## config.mk

```make
export PLATFORM = sky130hd
export DESIGN_NAME = ls161_seq_ctrl_flat
export DESIGN_NICKNAME = d
export VERILOG_FILES = /design/src/rtl/ls161_pkg.sv /design/src/rtl/ls161_seq_ctrl_if.sv /design/src/rtl/ls161_seq_ctrl.sv /design/src/flat_wrapper.sv
export SDC_FILE = /design/constraint.sdc
export NUM_CORES = 1
export LEC_CHECK = 0
export BUFFER_PORTS_ARGS = -buffer_cell sky130_fd_sc_hd__clkbuf_2
export CAP_MARGIN = 40
export CORE_ASPECT_RATIO = 1.25
export CORE_MARGIN = 2
export CORE_UTILIZATION = 40
export DETAILED_ROUTE_END_ITERATION = 8
export MAX_ROUTING_LAYER = met4
export PLACE_DENSITY = 0.72
export SLEW_MARGIN = 0
export SYNTH_ARGS = -nofsm -noshare
export SYNTH_HDL_FRONTEND = slang
export SYNTH_SLANG_ARGS = --single-unit
```

## constraint.sdc

```tcl
create_clock -name CLK -period 5.54 [get_ports CLK]
set_input_delay 0.554 -clock CLK [delete_from_list [all_inputs] [get_ports CLK]]
set_output_delay 0.554 -clock CLK [all_outputs]
set_load 0.02 [all_outputs]
```

## src/rtl/ls161_pkg.sv

```systemverilog
// Shared definitions for the LS161 sequencer and the bench around it.
package ls161_pkg;

  // Default width of the repeat count and the completed-periods tally.
  localparam int CNT_W_DEF = 8;

  // The downstream counter is a fixed 4-bit part.
  localparam int PRE_W = 4;

  // Counter value at which RCO is raised.
  localparam logic [PRE_W-1:0] CNT_TERM = 4'hF;

  // IDLE: waiting for START; LOAD: one cycle presenting LOAD_n low;
  // COUNT: counter enabled, reloading on every terminal count.
  typedef enum logic [1:0] {
    ST_IDLE  = 2'd0,
    ST_LOAD  = 2'd1,
    ST_COUNT = 2'd2
  } state_e;

endpackage

```

## src/rtl/ls161_seq_ctrl_if.sv

```systemverilog
// Control/status bundle between the sequencer and its user/counter.
interface ls161_seq_ctrl_if
  import ls161_pkg::*;
#(
  parameter int CNT_W = CNT_W_DEF
) ();

  logic             START;
  logic             STOP;
  logic             HOLD;
  logic [PRE_W-1:0] PRESET;
  logic [CNT_W-1:0] REPEAT;
  logic             RCO;

  logic [PRE_W-1:0] D;
  logic             LOAD_n;
  logic             ENP;
  logic             ENT;
  logic             BUSY;
  logic             TICK;
  logic             DONE;
  logic [CNT_W-1:0] PERIODS;

  // Side that requests runs and hosts the counter.
  modport master (
    output START, STOP, HOLD, PRESET, REPEAT, RCO,
    input  D, LOAD_n, ENP, ENT, BUSY, TICK, DONE, PERIODS
  );

  // The sequencer itself.
  modport slave (
    input  START, STOP, HOLD, PRESET, REPEAT, RCO,
    output D, LOAD_n, ENP, ENT, BUSY, TICK, DONE, PERIODS
  );

endinterface

```

## src/rtl/ls161_seq_ctrl.sv

```systemverilog
// Sequencer that drives an LS161-style counter as a programmable divider:
// load PRESET, count to terminal, reload on RCO, tally periods, flag DONE.
module ls161_seq_ctrl
  import ls161_pkg::*;
#(
  parameter int CNT_W = CNT_W_DEF
) (
  input  logic                CLK,
  input  logic                CLR_n,
  ls161_seq_ctrl_if.slave     bus
);

  state_e           r_state;
  state_e           w_state_next;
  logic [PRE_W-1:0] r_d;
  logic [CNT_W-1:0] r_rep;
  logic [CNT_W-1:0] r_periods;
  logic             r_tick;
  logic             r_done;

  logic             w_term;
  logic [CNT_W-1:0] w_periods_inc;
  logic             w_last;

  // A terminal only counts while the counter is actually allowed to advance;
  // with HOLD high the counter sits at 15 and RCO is ignored.
  assign w_term        = (r_state == ST_COUNT) && bus.RCO && !bus.HOLD;
  assign w_periods_inc = r_periods + CNT_W'(1);
  assign w_last        = (r_rep != '0) && (w_periods_inc == r_rep);

  // State register.
  always_ff @(posedge CLK) begin
    if (!CLR_n) r_state <= ST_IDLE;
    else        r_state <= w_state_next;
  end

  // Next-state decision; STOP wins over completion, START only from IDLE.
  always_comb begin
    w_state_next = r_state;
    case (r_state)
      ST_IDLE:  if (bus.START) w_state_next = ST_LOAD;
      ST_LOAD:  w_state_next = bus.STOP ? ST_IDLE : ST_COUNT;
      ST_COUNT: begin
        if (bus.STOP || (w_term && w_last)) w_state_next = ST_IDLE;
      end
      default:  w_state_next = ST_IDLE;
    endcase
  end

  // Latched run parameters, the period tally and the one-cycle pulses.
  always_ff @(posedge CLK) begin
    if (!CLR_n) begin
      r_d       <= '0;
      r_rep     <= '0;
      r_periods <= '0;
      r_tick    <= 1'b0;
      r_done    <= 1'b0;
    end else begin
      r_tick <= w_term;
      r_done <= w_term && w_last && !bus.STOP;
      if (r_state == ST_IDLE && bus.START) begin
        r_d       <= bus.PRESET;
        r_rep     <= bus.REPEAT;
        r_periods <= '0;
      end else if (w_term) begin
        r_periods <= w_periods_inc;
      end
    end
  end

  // Counter controls; LOAD_n follows RCO combinationally in COUNT so the
  // counter reloads D instead of wrapping to 0.
  always_comb begin
    bus.D       = r_d;
    bus.LOAD_n  = 1'b1;
    bus.ENP     = 1'b0;
    bus.ENT     = 1'b0;
    bus.BUSY    = 1'b0;
    bus.TICK    = r_tick;
    bus.DONE    = r_done;
    bus.PERIODS = r_periods;
    case (r_state)
      ST_LOAD: begin
        bus.LOAD_n = 1'b0;
        bus.BUSY   = 1'b1;
      end
      ST_COUNT: begin
        bus.LOAD_n = !w_term;
        bus.ENP    = !bus.HOLD;
        bus.ENT    = 1'b1;
        bus.BUSY   = 1'b1;
      end
      default: ;
    endcase
  end

endmodule

```

## src/flat_wrapper.sv

```systemverilog
// flat-port wrapper written by rule: the top's interface ports become plain ports
module ls161_seq_ctrl_flat import ls161_pkg::*;
#(
  parameter int CNT_W = CNT_W_DEF
)
  (CLK, CLR_n, bus_START, bus_STOP, bus_HOLD, bus_PRESET, bus_REPEAT, bus_RCO, bus_D, bus_LOAD_n, bus_ENP, bus_ENT, bus_BUSY, bus_TICK, bus_DONE, bus_PERIODS);
  ls161_seq_ctrl_if #(.CNT_W(CNT_W)) bus_i ();
  input  logic CLK;
  input  logic CLR_n;
  input wire logic [$bits(bus_i.START)-1:0] bus_START;
  input wire logic [$bits(bus_i.STOP)-1:0] bus_STOP;
  input wire logic [$bits(bus_i.HOLD)-1:0] bus_HOLD;
  input wire logic [$bits(bus_i.PRESET)-1:0] bus_PRESET;
  input wire logic [$bits(bus_i.REPEAT)-1:0] bus_REPEAT;
  input wire logic [$bits(bus_i.RCO)-1:0] bus_RCO;
  output wire logic [$bits(bus_i.D)-1:0] bus_D;
  output wire logic [$bits(bus_i.LOAD_n)-1:0] bus_LOAD_n;
  output wire logic [$bits(bus_i.ENP)-1:0] bus_ENP;
  output wire logic [$bits(bus_i.ENT)-1:0] bus_ENT;
  output wire logic [$bits(bus_i.BUSY)-1:0] bus_BUSY;
  output wire logic [$bits(bus_i.TICK)-1:0] bus_TICK;
  output wire logic [$bits(bus_i.DONE)-1:0] bus_DONE;
  output wire logic [$bits(bus_i.PERIODS)-1:0] bus_PERIODS;
  assign bus_i.START = bus_START;
  assign bus_i.STOP = bus_STOP;
  assign bus_i.HOLD = bus_HOLD;
  assign bus_i.PRESET = bus_PRESET;
  assign bus_i.REPEAT = bus_REPEAT;
  assign bus_i.RCO = bus_RCO;
  assign bus_D = bus_i.D;
  assign bus_LOAD_n = bus_i.LOAD_n;
  assign bus_ENP = bus_i.ENP;
  assign bus_ENT = bus_i.ENT;
  assign bus_BUSY = bus_i.BUSY;
  assign bus_TICK = bus_i.TICK;
  assign bus_DONE = bus_i.DONE;
  assign bus_PERIODS = bus_i.PERIODS;
  ls161_seq_ctrl #(.CNT_W(CNT_W)) u_core (.CLK(CLK), .CLR_n(CLR_n), .bus(bus_i));
endmodule
```

==> impl_metrics.yaml, run 1 <==
run_status:
  status: "finished, final reports clean"
clocking:
  cts-root-buf: "clkbuf_8"
  postCtsSetupBuffers: 0
  cts_buffer_depth: 2
  cts_buffers: 3
  ctsResizeCount: 0
  clk_pin_slew_ns: 0.08
  worstSkewPairLatency_ns: 0.26
  cts_tree: "built"
  clkSinkCount: 24
  postCtsHoldBufs: 0
  cts_max_level: 1
placed_design:
  placed_area_sq_um: 1500
  globalplace.congestion: 0.8474
  io_buffers: 35
  dp.cells: 223
  dp_hpwl_mm: 2.156
timing:
  hold_viol: 0
  rsz0062_at_grt: "false"
  period_needed_ns: 2.431
  final-setup-viol-count: 0
  maxSlewViolCount: 0
  fin_crit_sh: 0.4389
  fin_hold_ws_ns: 0.4648
  tns_ns: 0
  fmaxAchievable_mhz: 411.3
  clock_skew_ns: 0.002844
  relSlewSlack: 0.6171
  worst_pin_slew_ns: 0.5671
detailed_routing:
  drt_iter0_drc: 33
  route.vias.total: 1167
  wirelength_mm: 2.794
  avgViaCountPerCell: 5.164
  drc_errors: 0
  antenna_left: 0
  dr.pass1.iters: 4
  wire_per_inst_um: 12.36
synth:
  synth_compound_area_frac: 0.1912
  synthArstFlopShare: 0
  synth_warnings: 0
  synthesis.area_sq_um: 1315
  yosysSeqAreaShare: 0.3654
  synthMuxAreaShare: 0.01142
  syn-num-nets: 180
  synthAdderAreaFrac: 0.03806
  synth_cell_types: 40
  synth-simple-area-share: 0.2531
  synth-xor-area-share: 0.09324
  syn_area_per_cell_sq_um: 8.323
  synth_edf_count: 0
  synth_top_family_by_area: "simple AND/OR/NAND/NOR gates"
  synth_cells: 158
  synth_ff_type: "dfxtp_1"
  synth_seq_cells: 24
setup_path:
  critPathCaptureType: "flip-flop"
  cp_max_fo: 7
  worstPathArrival_ns: 2.59
  cp.required_ns: 5.70
  critPathKind: "reg2reg"
  startpoint_type: "flip-flop"
global_route:
  antenna_found_initial: 0
  track_usage: 0.1624
  grt_overflow_total: 0
  grt_max_degree: 17
  grt_first_pass_wirelength_mm: 4.719
  grt_pass1_vias: 1074
hold_path:
  hold_path_class: "reg2reg"
final_layout:
  design_area_sq_um: 1541
  finalNetCount: 213
  drive_gt1_frac: 0.2487
  stdcell_count: 226
  syn_to_final_growth_pct: 17.22
  antenna_cells: 0
power_and_ir_drop:
  leakage_nw: 0.6409
  pwr_density_cell_nw_per_um2: 221.6
  max-vdd-ir-drop_uv: 149.4
  power_uw: 341.6
die:
  ios: 36
  die_y_um: 68.11
  fp-row-count: 23
  die_w_um: 55.29
  dieArea_sq_um: 3765
  initial_core_util: 0.4154
  coreArea_sq_um: 3166
job:
  drv_cap: 0
flip-flops by register name, indices dropped and copies added, names as in the netlist:
name	cells
u_core.bus.D	4
u_core.bus.TICK	1
u_core.r_state	2
u_core.bus.DONE	1
u_core.bus.PERIODS	8
u_core.r_rep	8
synth_stat cells, types with 2 or more instances:
cell type	count	area [sq um]
a22oi_1	2	15.01
nand3b_1	2	15.01
nor2_1	12	45.04
xor2_1	7	61.31
ha_1	4	50.05
nand2_1	32	120.1
nand3_1	2	10.01
nor4_1	2	12.51
o21ai_0	2	10.01
inv_1	7	26.28
dfxtp_1	24	480.5
buf_2	2	10.01
o22ai_1	2	12.51
and3_1	2	12.51
clkbuf_1	3	11.26
buf_4	2	15.01
and2_1	2	12.51
xnor2_1	7	61.31
a21oi_1	16	80.08
nor3_1	4	20.02
and2b_1	2	15.01
nor3b_1	2	15.01
final timing paths:
kind	start	end	slack [ns]	cells past startpoint
max	u_core.bus.PERIODS[0]	u_core.r_state[1]	3.11	7
min	u_core.bus.D[3]	u_core.bus.D[3]	0.46	2
max reg2reg	u_core.bus.PERIODS[0]	u_core.r_state[1]	3.11	7
min reg2reg	u_core.bus.D[3]	u_core.bus.D[3]	0.46	2
stage by stage:
stage,utilization,worst slack (ns)
after floorplan,-,3.138
after global placement,0.4739,3.112
after detailed placement,0.4739,3.058
after CTS,0.4870,3.120
after global routing,0.4870,2.971
final,0.4870,3.109
layout by cell type, fill, tap and decap left out, drive strengths merged, types with 2 or more instances in the layout:
cell type / instances
and2b: 2
nor3: 4
a211oi: 2
nor3b: 2
nand3b: 2
nor4: 2
o21ai: 3
a21oi: 16
a22oi: 2
dfxtp: 24
inv: 7
o22ai: 2
ha: 4
nand2: 32
clkbuf: 38
and2: 2
nand3: 3
xnor2: 7
nor2: 12
and3: 2
xor2: 7
worst max-delay path: stages (launching register included):
cell and delay (ns):
dfxtp_1 0.47, ha_1 0.30, xor2_1 0.20, a2111oi_4 0.35, o2111ai_2 0.20, o41ai_4 0.47, a211oi_1 0.12, a41o_1 0.22
cell families after synthesis:
group                      Yosys count
and+or+nand+nor                     69
AOI/OAI and AO/OA                   32
DFF                                 24
xor gates and xnor gates            14
buffers and inverters               14
adders and majority gates            4
muxes                                1
layer usage:
layer / global-route usage / up-vias / wire length, um
met3: 0.01701 / 4 / 96
met4: 0.08232 / 0 / 36
li1: - / 607 / -
met5: - / - / 0
met1: 0.1812 / 527 / 1272
met2: 0.2917 / 29 / 1389
report_power, final:
part | switching, mW | internal, mW | leakage (nW)
registers | 0.00632 | 0.179 | 0.196
clock network | 0.0536 | 0.0486 | 0.0216
logic | 0.0321 | 0.0215 | 0.424
area by class of cell:
type                    count  area [sq um]
inverters                   7         26.28
multi-input cells         120         772.0
flip-flops and latches     24         480.5
well taps                  37         46.29
repair buffers             35         175.2
fillers                   330          1624
clock buffers               3         41.29
(Power assumes the default switching activity.)
==> inputs of run 2 (changes only) <==
--- a/config.mk
+++ b/config.mk
@@ -5,6 +5,7 @@
 export SDC_FILE = /design/constraint.sdc
 export NUM_CORES = 1
 export LEC_CHECK = 0
+export ABC_AREA = 1
 export BUFFER_PORTS_ARGS = -buffer_cell sky130_fd_sc_hd__clkbuf_2
 export CAP_MARGIN = 40
 export CORE_ASPECT_RATIO = 1.25
@@ -12,7 +13,7 @@
 export CORE_UTILIZATION = 40
 export DETAILED_ROUTE_END_ITERATION = 8
 export MAX_ROUTING_LAYER = met4
-export PLACE_DENSITY = 0.72
+export PLACE_DENSITY = 0.74
 export SLEW_MARGIN = 0
 export SYNTH_ARGS = -nofsm -noshare
 export SYNTH_HDL_FRONTEND = slang
==> constraint.sdc (replaced) <==
create_clock -name CLK -period 2.2 [get_ports CLK]
set_input_delay 0.22 -clock CLK [delete_from_list [all_inputs] [get_ports CLK]]
set_output_delay 0.22 -clock CLK [all_outputs]
set_load 0.02 [all_outputs]
==> run 2 against run 1 <==
Effect of this change:
- combinational power increased to 4.5 times the previous value
- hold slack worse by 0.27 ns
- highest routed layer unchanged
- die area grew 3.8%
- utilization increased by 1.9 points
- non-clock buffer count is 4 higher
- maximum frequency rose by 35%
- critical path depth grew 4
==> impl_metrics.yaml, run 2 <==
detailed_routing:
  drt_iter0_drc: 23
  route.vias.total: 1261
  avgViaCountPerCell: 4.777
  drc_errors: 0
  wirelength_mm: 2.698
  dr.pass1.iters: 4
  antenna_left: 0
  wire_per_inst_um: 10.22
power_and_ir_drop:
  p_clk_frac: 0.293
  pwr_density_cell_nw_per_um2: 631.1
  seqPwrFrac: 0.477
  max-vdd-ir-drop_uv: 442.0
  comb_power_share: 0.230
  swShare: 0.3046
  internal_power_uw: 722.1
  p_switching_uw: 316.2
  leakage_nw: 0.8214
synth:
  synth_top_area_frac: 0.3510
  yosys-top-cells-area: "dfxtp_1 35%, nand2_1 7.7%, inv_1 7.1%"
  synth_cell_types: 28
  synthArstFlopShare: 0
  synth_cells: 189
  synth_top_cell_by_area: "dfxtp_1"
  synth_edf_count: 0
  synthMostInstantiatedCell: "nand2_1"
  synth_seq_cells: 24
  syn_area_per_cell_sq_um: 7.242
  synth_top_cells_by_count: "28 x nand2_1, 26 x inv_1, 26 x nor2_1"
  synth_warnings: 0
  syn-num-nets: 211
  synth_ff_type: "dfxtp_1"
  yosysSeqAreaShare: 0.3510
  synthesis.area_sq_um: 1369
die:
  die_w_um: 56.32
  dieArea_sq_um: 3909
  initial_core_util: 0.4209
  coreArea_sq_um: 3252
  ios: 36
  fp-row-count: 23
  die_y_um: 69.41
placed_design:
  dp_hpwl_mm: 2.197
  globalplace.congestion: 0.8157
  io_buffers: 35
setup_path:
  crit_slowest_cell: "dfxtp_1"
  critPathCaptureType: "flip-flop"
  startpoint_type: "flip-flop"
  worstPathArrival_ns: 1.97
  cp.required_ns: 2.37
  slowest_delay_ns: 0.43
  rr_worst_depth: 11
  critPathKind: "reg2reg"
  cp_max_fo: 5
  path_cells: "ha_1, nand3_2, o21ai_1, and2_4, nor2_4, nor2_2, nand3_2, nand2_2, nand2_1, nand2_1, a21oi_2"
global_route:
  grt_max_degree: 19
  grt_first_pass_wirelength_mm: 4.719
  antenna_found_initial: 0
  grt_overflow_total: 0
  track_usage: 0.1528
  grt_pass1_vias: 1068
final_layout:
  syn_to_final_growth_pct: 20.20
  final_cell_mix: "35 x clkbuf_2, 28 x nand2_1, 26 x inv_1, 26 x nor2_1, 24 x dfxtp_1"
  drive_gt1_frac: 0.2907
  nFillCells: 347
  antenna_cells: 0
  finalNetCount: 250
  layout_commonest_cell: "clkbuf_2"
clocking:
  cts-root-buf: "clkbuf_8"
  postCtsHoldBufs: 0
  cts_buffer_depth: 2
  ctsResizeCount: 0
  postCtsSetupBuffers: 0
  cts_buffers: 3
  clk_pin_slew_ns: 0.09
  cts_max_level: 1
  cts_tree: "built"
  clkSinkCount: 24
  worstSkewPairLatency_ns: 0.27
timing:
  fmaxAchievable_mhz: 556.6
  fin_hold_ws_ns: 0.1939
  tns_ns: 0
  period_needed_ns: 1.797
  final-setup-viol-count: 0
  clock_skew_ns: 0.004352
  worst_pin_slew_ns: 0.3678
  rsz0062_at_grt: "false"
  relSlewSlack: 0.7545
  fin_crit_sh: 0.8167
  maxSlewViolCount: 0
  hold_viol: 0
job:
  drv_cap: 0
run_status:
  status: "finished, final reports clean"
hold_path:
  whs_path_depth: 3
  hold_path_class: "in2reg"
-- run 2: logic make-up (layout without fill, tap and decap cells) --
kind of cell / count (synthesis) / count (layout) / share of synthesized area
xor+xnor: 4 / 4 / 0.03565
buf+inv: 32 / 70 / 0.09597
fa+ha+maj: 4 / 4 / 0.03656
simple gates: 91 / 91 / 0.3455
flops: 24 / 24 / 0.3510
compound gates: 34 / 34 / 0.1353
-- run 2: power groups by stage --
stage | clock (mW) | combinational [mW] | sequential [mW]
final | 0.304 | 0.239 | 0.495
after global routing | 0.332 | 0.273 | 0.501
after floorplan | 0 | 0.160 | 0.515
after CTS | 0.311 | 0.242 | 0.495
after detailed placement | 0 | 0.241 | 0.506
after global placement | 0 | 0.239 | 0.505
-- run 2: area by class of cell --
| type | instances | area, sq um | share of cell area |
|---|---|---|---|
| multi-input cells | 133 | 757.0 | 0.4601 |
| flip-flops and latches | 24 | 480.5 | 0.2920 |
| repair buffers | 39 | 205.2 | 0.1247 |
| inverters | 27 | 101.3 | 0.06160 |
| clock buffers | 4 | 55.05 | 0.03346 |
| well taps | 37 | 46.29 | 0.02814 |
-- run 2: critical path, delay by kind of cell (launching register included) --
kind                       cells  cell delay [ns]
adders and majority gates      1             0.28
and+or+nand+nor                8             0.76
AOI/OAI and AO/OA              2             0.24
DFF                            1             0.43
-- run 2: through the flow --
step	util	setup slack, ns	power (mW)	cells	area [sq um]
2_1_floorplan	-	0.4247	0.6749	189	1369
3_3_place_gp	0.4890	0.4837	0.7442	260	1590
3_5_place_dp	0.4890	0.4212	0.7470	260	1590
4_1_cts	0.5060	0.3845	1.048	264	1645
5_1_grt	0.5060	0.2260	1.106	264	1645
6_report	0.5060	0.4033	1.038	264	1645
-- run 2: path summary, 6_finish.rpt --
check / slack [ns] / from / endpoint
setup / recovery: 0.40 / u_core.bus.PERIODS[0] / u_core.r_state[0]
hold / removal: 0.19 / bus_PRESET[0] / u_core.bus.D[0]
setup reg to reg: 0.40 / u_core.bus.PERIODS[0] / u_core.r_state[0]
hold reg to reg: 0.49 / u_core.bus.D[1] / u_core.bus.D[1]
-- run 2: layer usage --
layer / share of wire / global-route usage
met1: 0.47 / 0.1928
met2: 0.47 / 0.2458
met3: 0.038 / 0.01866
met4: 0.020 / 0.06349
met5: 0 / -
